## src/rtl/audio_pkg.sv

```systemverilog
// Types and constants shared by the audio capture and playback paths.
// The sound-region map must stay in step with the playback ROM layout.
package audio_pkg;

  typedef enum logic [1:0] {
    IDLE,
    CAPTURE,
    FINISH
  } state_t;

  localparam int SAMPLE_W = 6;
  localparam int ADDR_W   = 18;

  localparam int WIN_BASE    = 0;
  localparam int WIN_LAST    = 16395;
  localparam int MOO_BASE    = 16396;
  localparam int MOO_LAST    = 66982;
  localparam int DETECT_BASE = 66983;
  localparam int DETECT_LAST = 83254;
  localparam int CHEER_BASE  = 83255;
  localparam int CHEER_LAST  = 137138;

  // One extra bit so that the most negative sample (-32) yields +32.
  function automatic logic [SAMPLE_W:0] sample_mag(input logic [SAMPLE_W-1:0] s);
    logic [SAMPLE_W:0] ext;
    ext = {s[SAMPLE_W-1], s};
    return s[SAMPLE_W-1] ? (~ext + 1'b1) : ext;
  endfunction

endpackage

```

## src/rtl/audio_peak_tracker.sv

```systemverilog
// Running maximum of |sample| for two's-complement samples.
// Clear has priority over enable.
module audio_peak_tracker
  import audio_pkg::*;
(
  input  logic                clk_i,
  input  logic                rst_ni,
  input  logic                clear_i,
  input  logic                en_i,
  input  logic [SAMPLE_W-1:0] sample_i,
  output logic [SAMPLE_W-1:0] peak_o
);

  logic [SAMPLE_W:0]   mag;
  logic [SAMPLE_W-1:0] mag_sat;
  logic [SAMPLE_W-1:0] peak_d;
  logic [SAMPLE_W-1:0] peak_q;

  assign mag     = sample_mag(sample_i);
  assign mag_sat = mag[SAMPLE_W] ? SAMPLE_W'(32) : mag[SAMPLE_W-1:0];

  always_comb begin
    peak_d = peak_q;
    if (clear_i) begin
      peak_d = '0;
    end else if (en_i && (mag_sat > peak_q)) begin
      peak_d = mag_sat;
    end
  end

  always_ff @(posedge clk_i) begin
    if (!rst_ni) begin
      peak_q <= '0;
    end else begin
      peak_q <= peak_d;
    end
  end

  assign peak_o = peak_q;

endmodule

```

## src/rtl/audio_capture_writer.sv

```systemverilog
// Drains the audio-in FIFO, decimates left-channel samples and writes the
// top 6 bits of each kept sample to sound RAM at consecutive addresses.
module audio_capture_writer
  import audio_pkg::*;
#(
  parameter int DEPTH = 16396,
  parameter int DECIM = 4
) (
  input  logic                CLOCK_50,
  input  logic                resetn,
  input  logic                start,
  input  logic                abort,
  input  logic                audio_in_available,
  input  logic [31:0]         left_channel_audio_in,
  output logic                read_audio_in,
  output logic [ADDR_W-1:0]   mem_addr,
  output logic [SAMPLE_W-1:0] mem_data,
  output logic                mem_we,
  output logic                busy,
  output logic                done,
  output logic [ADDR_W-1:0]   sample_count,
  output logic [SAMPLE_W-1:0] peak_level
);

  localparam int DEC_W = (DECIM > 1) ? $clog2(DECIM) : 1;

  state_t              state_q;
  logic [DEC_W-1:0]    dec_q;
  logic [DEC_W-1:0]    dec_d;
  logic [ADDR_W-1:0]   addr_q;
  logic [SAMPLE_W-1:0] data_q;
  logic                we_q;
  logic                done_q;
  logic [ADDR_W-1:0]   count_q;

  logic                accept;
  logic                keep;
  logic                last_word;
  logic                begin_capture;
  logic [SAMPLE_W-1:0] sample;
  logic                unused_low_bits;

  assign sample          = left_channel_audio_in[31:26];
  assign unused_low_bits = ^left_channel_audio_in[25:0];

  // Every sample present is popped; only those in CAPTURE are used.
  assign read_audio_in = audio_in_available;
  assign accept        = (state_q == CAPTURE) && audio_in_available;
  assign keep          = accept && (dec_q == '0);
  assign last_word     = (count_q == ADDR_W'(DEPTH - 1));
  assign begin_capture = (state_q == IDLE) && start && !abort;
  assign dec_d         = (dec_q == DEC_W'(DECIM - 1)) ? '0 : dec_q + 1'b1;

  always_ff @(posedge CLOCK_50) begin
    if (!resetn) begin
      state_q <= IDLE;
      dec_q   <= '0;
      addr_q  <= '0;
      data_q  <= '0;
      we_q    <= 1'b0;
      done_q  <= 1'b0;
      count_q <= '0;
    end else begin
      we_q   <= 1'b0;
      done_q <= 1'b0;
      case (state_q)
        IDLE: begin
          if (begin_capture) begin
            count_q <= '0;
            dec_q   <= '0;
            state_q <= CAPTURE;
          end
        end
        CAPTURE: begin
          if (accept) begin
            dec_q <= dec_d;
          end
          if (keep) begin
            addr_q  <= count_q;
            data_q  <= sample;
            we_q    <= 1'b1;
            count_q <= count_q + 1'b1;
          end
          // Abort lets an in-flight write land but suppresses completion.
          if (abort) begin
            state_q <= IDLE;
          end else if (keep && last_word) begin
            done_q  <= 1'b1;
            state_q <= FINISH;
          end
        end
        FINISH: begin
          state_q <= IDLE;
        end
        default: begin
          state_q <= IDLE;
        end
      endcase
    end
  end

  audio_peak_tracker u_peak (
    .clk_i    (CLOCK_50),
    .rst_ni   (resetn),
    .clear_i  (begin_capture),
    .en_i     (accept),
    .sample_i (sample),
    .peak_o   (peak_level)
  );

  assign mem_addr     = addr_q;
  assign mem_data     = data_q;
  assign mem_we       = we_q;
  assign done         = done_q;
  assign busy         = (state_q != IDLE);
  assign sample_count = count_q;

endmodule

```

## config.mk

```make
export PLATFORM = sky130hd
export DESIGN_NAME = audio_capture_writer
export DESIGN_NICKNAME = d
export VERILOG_FILES = /design/src/rtl/audio_pkg.sv /design/src/rtl/audio_peak_tracker.sv /design/src/rtl/audio_capture_writer.sv
export SDC_FILE = /design/constraint.sdc
export NUM_CORES = 1
export LEC_CHECK = 0
export ABC_AREA = 1
export BUFFER_PORTS_ARGS = -buffer_cell sky130_fd_sc_hd__clkbuf_2
export CAP_MARGIN = 10
export CORE_MARGIN = 2
export CORE_UTILIZATION = 35
export DETAILED_ROUTE_END_ITERATION = 6
export PLACE_DENSITY_LB_ADDON = 0.2
export SETUP_SLACK_MARGIN = 0.05
export SLEW_MARGIN = 30
export SYNTH_ARGS = -nofsm -noshare
export SYNTH_HDL_FRONTEND = slang
export SYNTH_SLANG_ARGS = --single-unit
```

## constraint.sdc

```tcl
create_clock -name CLOCK_50 -period 2.05 [get_ports CLOCK_50]
set_clock_uncertainty 0.2 [all_clocks]
set_input_delay 0.205 -clock CLOCK_50 [delete_from_list [all_inputs] [get_ports CLOCK_50]]
set_output_delay 0.205 -clock CLOCK_50 [all_outputs]
set_load 0.05 [all_outputs]
```

==> flow_metrics.env <==
export IMPL_antenna_found_initial=0
export IMPL_grt_pass1_wl_mm=11.1
export IMPL_grt_use_total_pct=16.6
export IMPL_synth_seq_cells=54
export IMPL_end_kind="flip-flop"
export IMPL_synth_area_leader_cell="dfxtp_1"
export IMPL_post_synth_top_count_cell="nand2_1"
export IMPL_worst_r2r_setup_slack_ns=0.24
export IMPL_die_h_um=90.2
export IMPL_drc=0
export IMPL_drive_above_1_share_pct=26.5
export IMPL_die_area_um2=8140
export IMPL_fp_dieW_um=90.2
export IMPL_syn_cell_area_um2=2600
export IMPL_synth_fp_nets=404
export IMPL_crit_top_cell="nor2_1"
export IMPL_area_growth_pct=25.7
export IMPL_worst_slack_ns=0.160
export IMPL_rsz0062_at_grt="yes"
export IMPL_slowest_delay_ns=0.54
export IMPL_wire_per_inst_um=12.3
export IMPL_power_leakage_uw=0.00141
export IMPL_synth_commonest_cells="nand2_1, dfxtp_1, a21oi_1, nor2_1, inv_1"
export IMPL_vias=2546
export IMPL_clkSinkCount=54
export IMPL_ys_types=30
export IMPL_ys_async_sr_fraction_pct=0
export IMPL_postRouteAntennaNets=0
export IMPL_rows=31
export IMPL_worst_skew_pair_late_latency_ns=0.31
export IMPL_root_buffer="clkbuf_8"
export IMPL_synthTopCellsByArea="dfxtp_1, nand2_1, a21oi_1"
export IMPL_hold_viol=0
export IMPL_crit_start="abort"
export IMPL_hpwl_mm=4.99
export IMPL_worstRegToRegCells=8
export IMPL_crit_end="sample_count[15]"
export IMPL_ys_warn_count=0
export IMPL_syn_inst=357
export IMPL_grt_overflow_total=0
export IMPL_hp_class="in -> reg"
export IMPL_slew_headroom_pct=77.9
export IMPL_crit_family="simple AND/OR/NAND/NOR gates"
export IMPL_required_ns=2.06
export IMPL_cpMaxStageDelayCell="dlygate4sd3_1"
export IMPL_slew_viol_final=0
export IMPL_cts_buffers_inserted=5
export IMPL_yosysSeqAreaShare_pct=41.6
export IMPL_io_buffers=62
export IMPL_worstPathArrival_ns=1.90
export IMPL_crit_chain="dlygate4sd3_1, clkbuf_2, nor2_1, nand2_2, nand2_4, inv_2, nor2_2, nand2_1, o21ai_1, nor2_1"
export IMPL_status="complete, no violations"
export IMPL_wirelength_mm=6.63
export IMPL_crit_type="in -> reg"
export IMPL_nets=484
export IMPL_gp_congestion=0.913
export IMPL_cts_htree_levels=2
export IMPL_core_um2=7210
export IMPL_place_ws_ns=-0.183
export IMPL_grt_pass1_vias=2350
export IMPL_hold_slack_ns=0.0478
export IMPL_drt_iter0_drc=59
export IMPL_max_freq_ghz=0.529
export IMPL_firstDrtPassIters=5
export IMPL_ioPinCount=89
export IMPL_synth_top_area_share_pct=41.6
export IMPL_setup_viol=0
export IMPL_vias_per_cell=4.74
export IMPL_p_per_area_nw_per_um2=611
export IMPL_initial_core_util_pct=36.1
export IMPL_reg2reg_from="dec_q[0]"
export IMPL_ir_drop_uv=410
export IMPL_finalCritPeriodShare_pct=92.2
export IMPL_start_kind="primary input"
export IMPL_worst_path_stages=10
export IMPL_tightest_slew_ns=0.328
export IMPL_syn_avg_cell_area_um2=7.29
export IMPL_cap_viol_max_count=0
export IMPL_worst_path_max_fanout=14
export IMPL_clk_path_buf_depth=2
export IMPL_finalPower_uw=2000
export IMPL_path_clk_slew_ns=0.10
export IMPL_path_buf_inv=3
export IMPL_grt_start_max_net_pins=41
export IMPL_cts_tree="yes"
export IMPL_fin_crit_ns=1.89
export IMPL_synth_edf_count=0
export IMPL_worstReg2RegEnd="mem_addr[8]"
export IMPL_diodes=0
export IMPL_ys_flop_type="dfxtp_1"
metrics by stage:
stage               utilization, %  setup TNS, ns  std cells  instance area (um2)
floorplan                        -              0        357                 2610
global placement              43.4         -0.819        525                 3130
detailed placement            43.4          -1.03        525                 3130
CTS                           45.2              0        537                 3260
global route                  45.3              0        537                 3270
finish                        45.3              0        537                 3270
where the power goes:
| group | switching [uW] | internal, uW |
|---|---|---|
| clock network | 350 | 274 |
| registers | 11.7 | 1070 |
| logic | 197 | 98.1 |
| total | 558 | 1440 |
cells by family after synthesis:
family	after synthesis	synth area share [%]
flip-flops	54	41.6
XOR/XNOR	6	2.02
adder cells (fa/ha/maj)	10	4.81
buffers and inverters	55	8.61
AND/OR/NAND/NOR	165	29.3
AO/OA/AOI/OAI	67	13.7
registers in the layout, summed over array words and instances (netlist names):
name,flops
u_peak.peak_o,6
dec_q,2
mem_addr,18
mem_we,1
state_q,2
mem_data,6
done,1
sample_count,18
final cells by class:
class | instances | area [um2]
clock inverter | 1 | 5.00
inverter | 44 | 165
clock buffer | 7 | 86.3
sequential | 54 | 1080
tap | 99 | 124
timing repair buffer | 84 | 498
fill | 793 | 3950
multi-input combinational | 248 | 1310
worst min path at each step:
stage	start	end	cells past startpoint
2_1_floorplan	resetn	dec_q[0]	2
3_3_place_gp	mem_data[4]	mem_data[4]	2
3_5_place_dp	mem_addr[15]	mem_addr[15]	2
4_1_cts	left_channel_audio_in[26]	mem_data[0]	4
5_1_grt	left_channel_audio_in[26]	mem_data[0]	4
6_report	left_channel_audio_in[26]	mem_data[0]	4
timing repair:
action / in CTS / in global routing
setup endpoints to repair: 0 / 6
setup buffers: 0 / 0
gates resized for setup: 0 / 3
hold buffers: 4 / 0
endpoints found under the hold margin: 6 / 0
per-layer routing:
layer	track usage [%]	share of wire, %	vias to the layer above	wire (um)
li1	-	-	1319	-
met1	21.2	49	1166	3240
met2	28.3	46	56	3050
met3	3.60	4.0	5	263
met4	4.23	1.1	0	72
met5	0	0	-	0
worst min-delay path: stages:
cell      delay [ns]
clkbuf_2        0.10
inv_1           0.07
buf_4           0.10
a21oi_1         0.05
cell usage in the layout (no fill, tap or decap):
master,instances
nor3_2,1
nand3_1,25
xor2_1,5
dfxtp_1,54
inv_1,36
nand2_2,6
a31oi_1,1
xnor2_1,1
nand2_1,68
o21ai_2,1
a31oi_4,1
clkbuf_2,62
and3_1,1
nand2_4,1
nor2_8,1
a21oi_1,41
nor2_4,3
dlygate4sd3_1,4
inv_2,8
clkbuf_1,1
nor4_1,1
nand3_2,1
nor2_1,40
clkbuf_8,6
o21bai_1,1
clkinv_2,1
nor2_2,4
nand4_1,2
buf_12,1
o21ai_0,13
nand4_2,2
buf_4,17
ha_1,10
nor3_1,9
o21ai_1,9
Power figures use the tool's default switching activity.
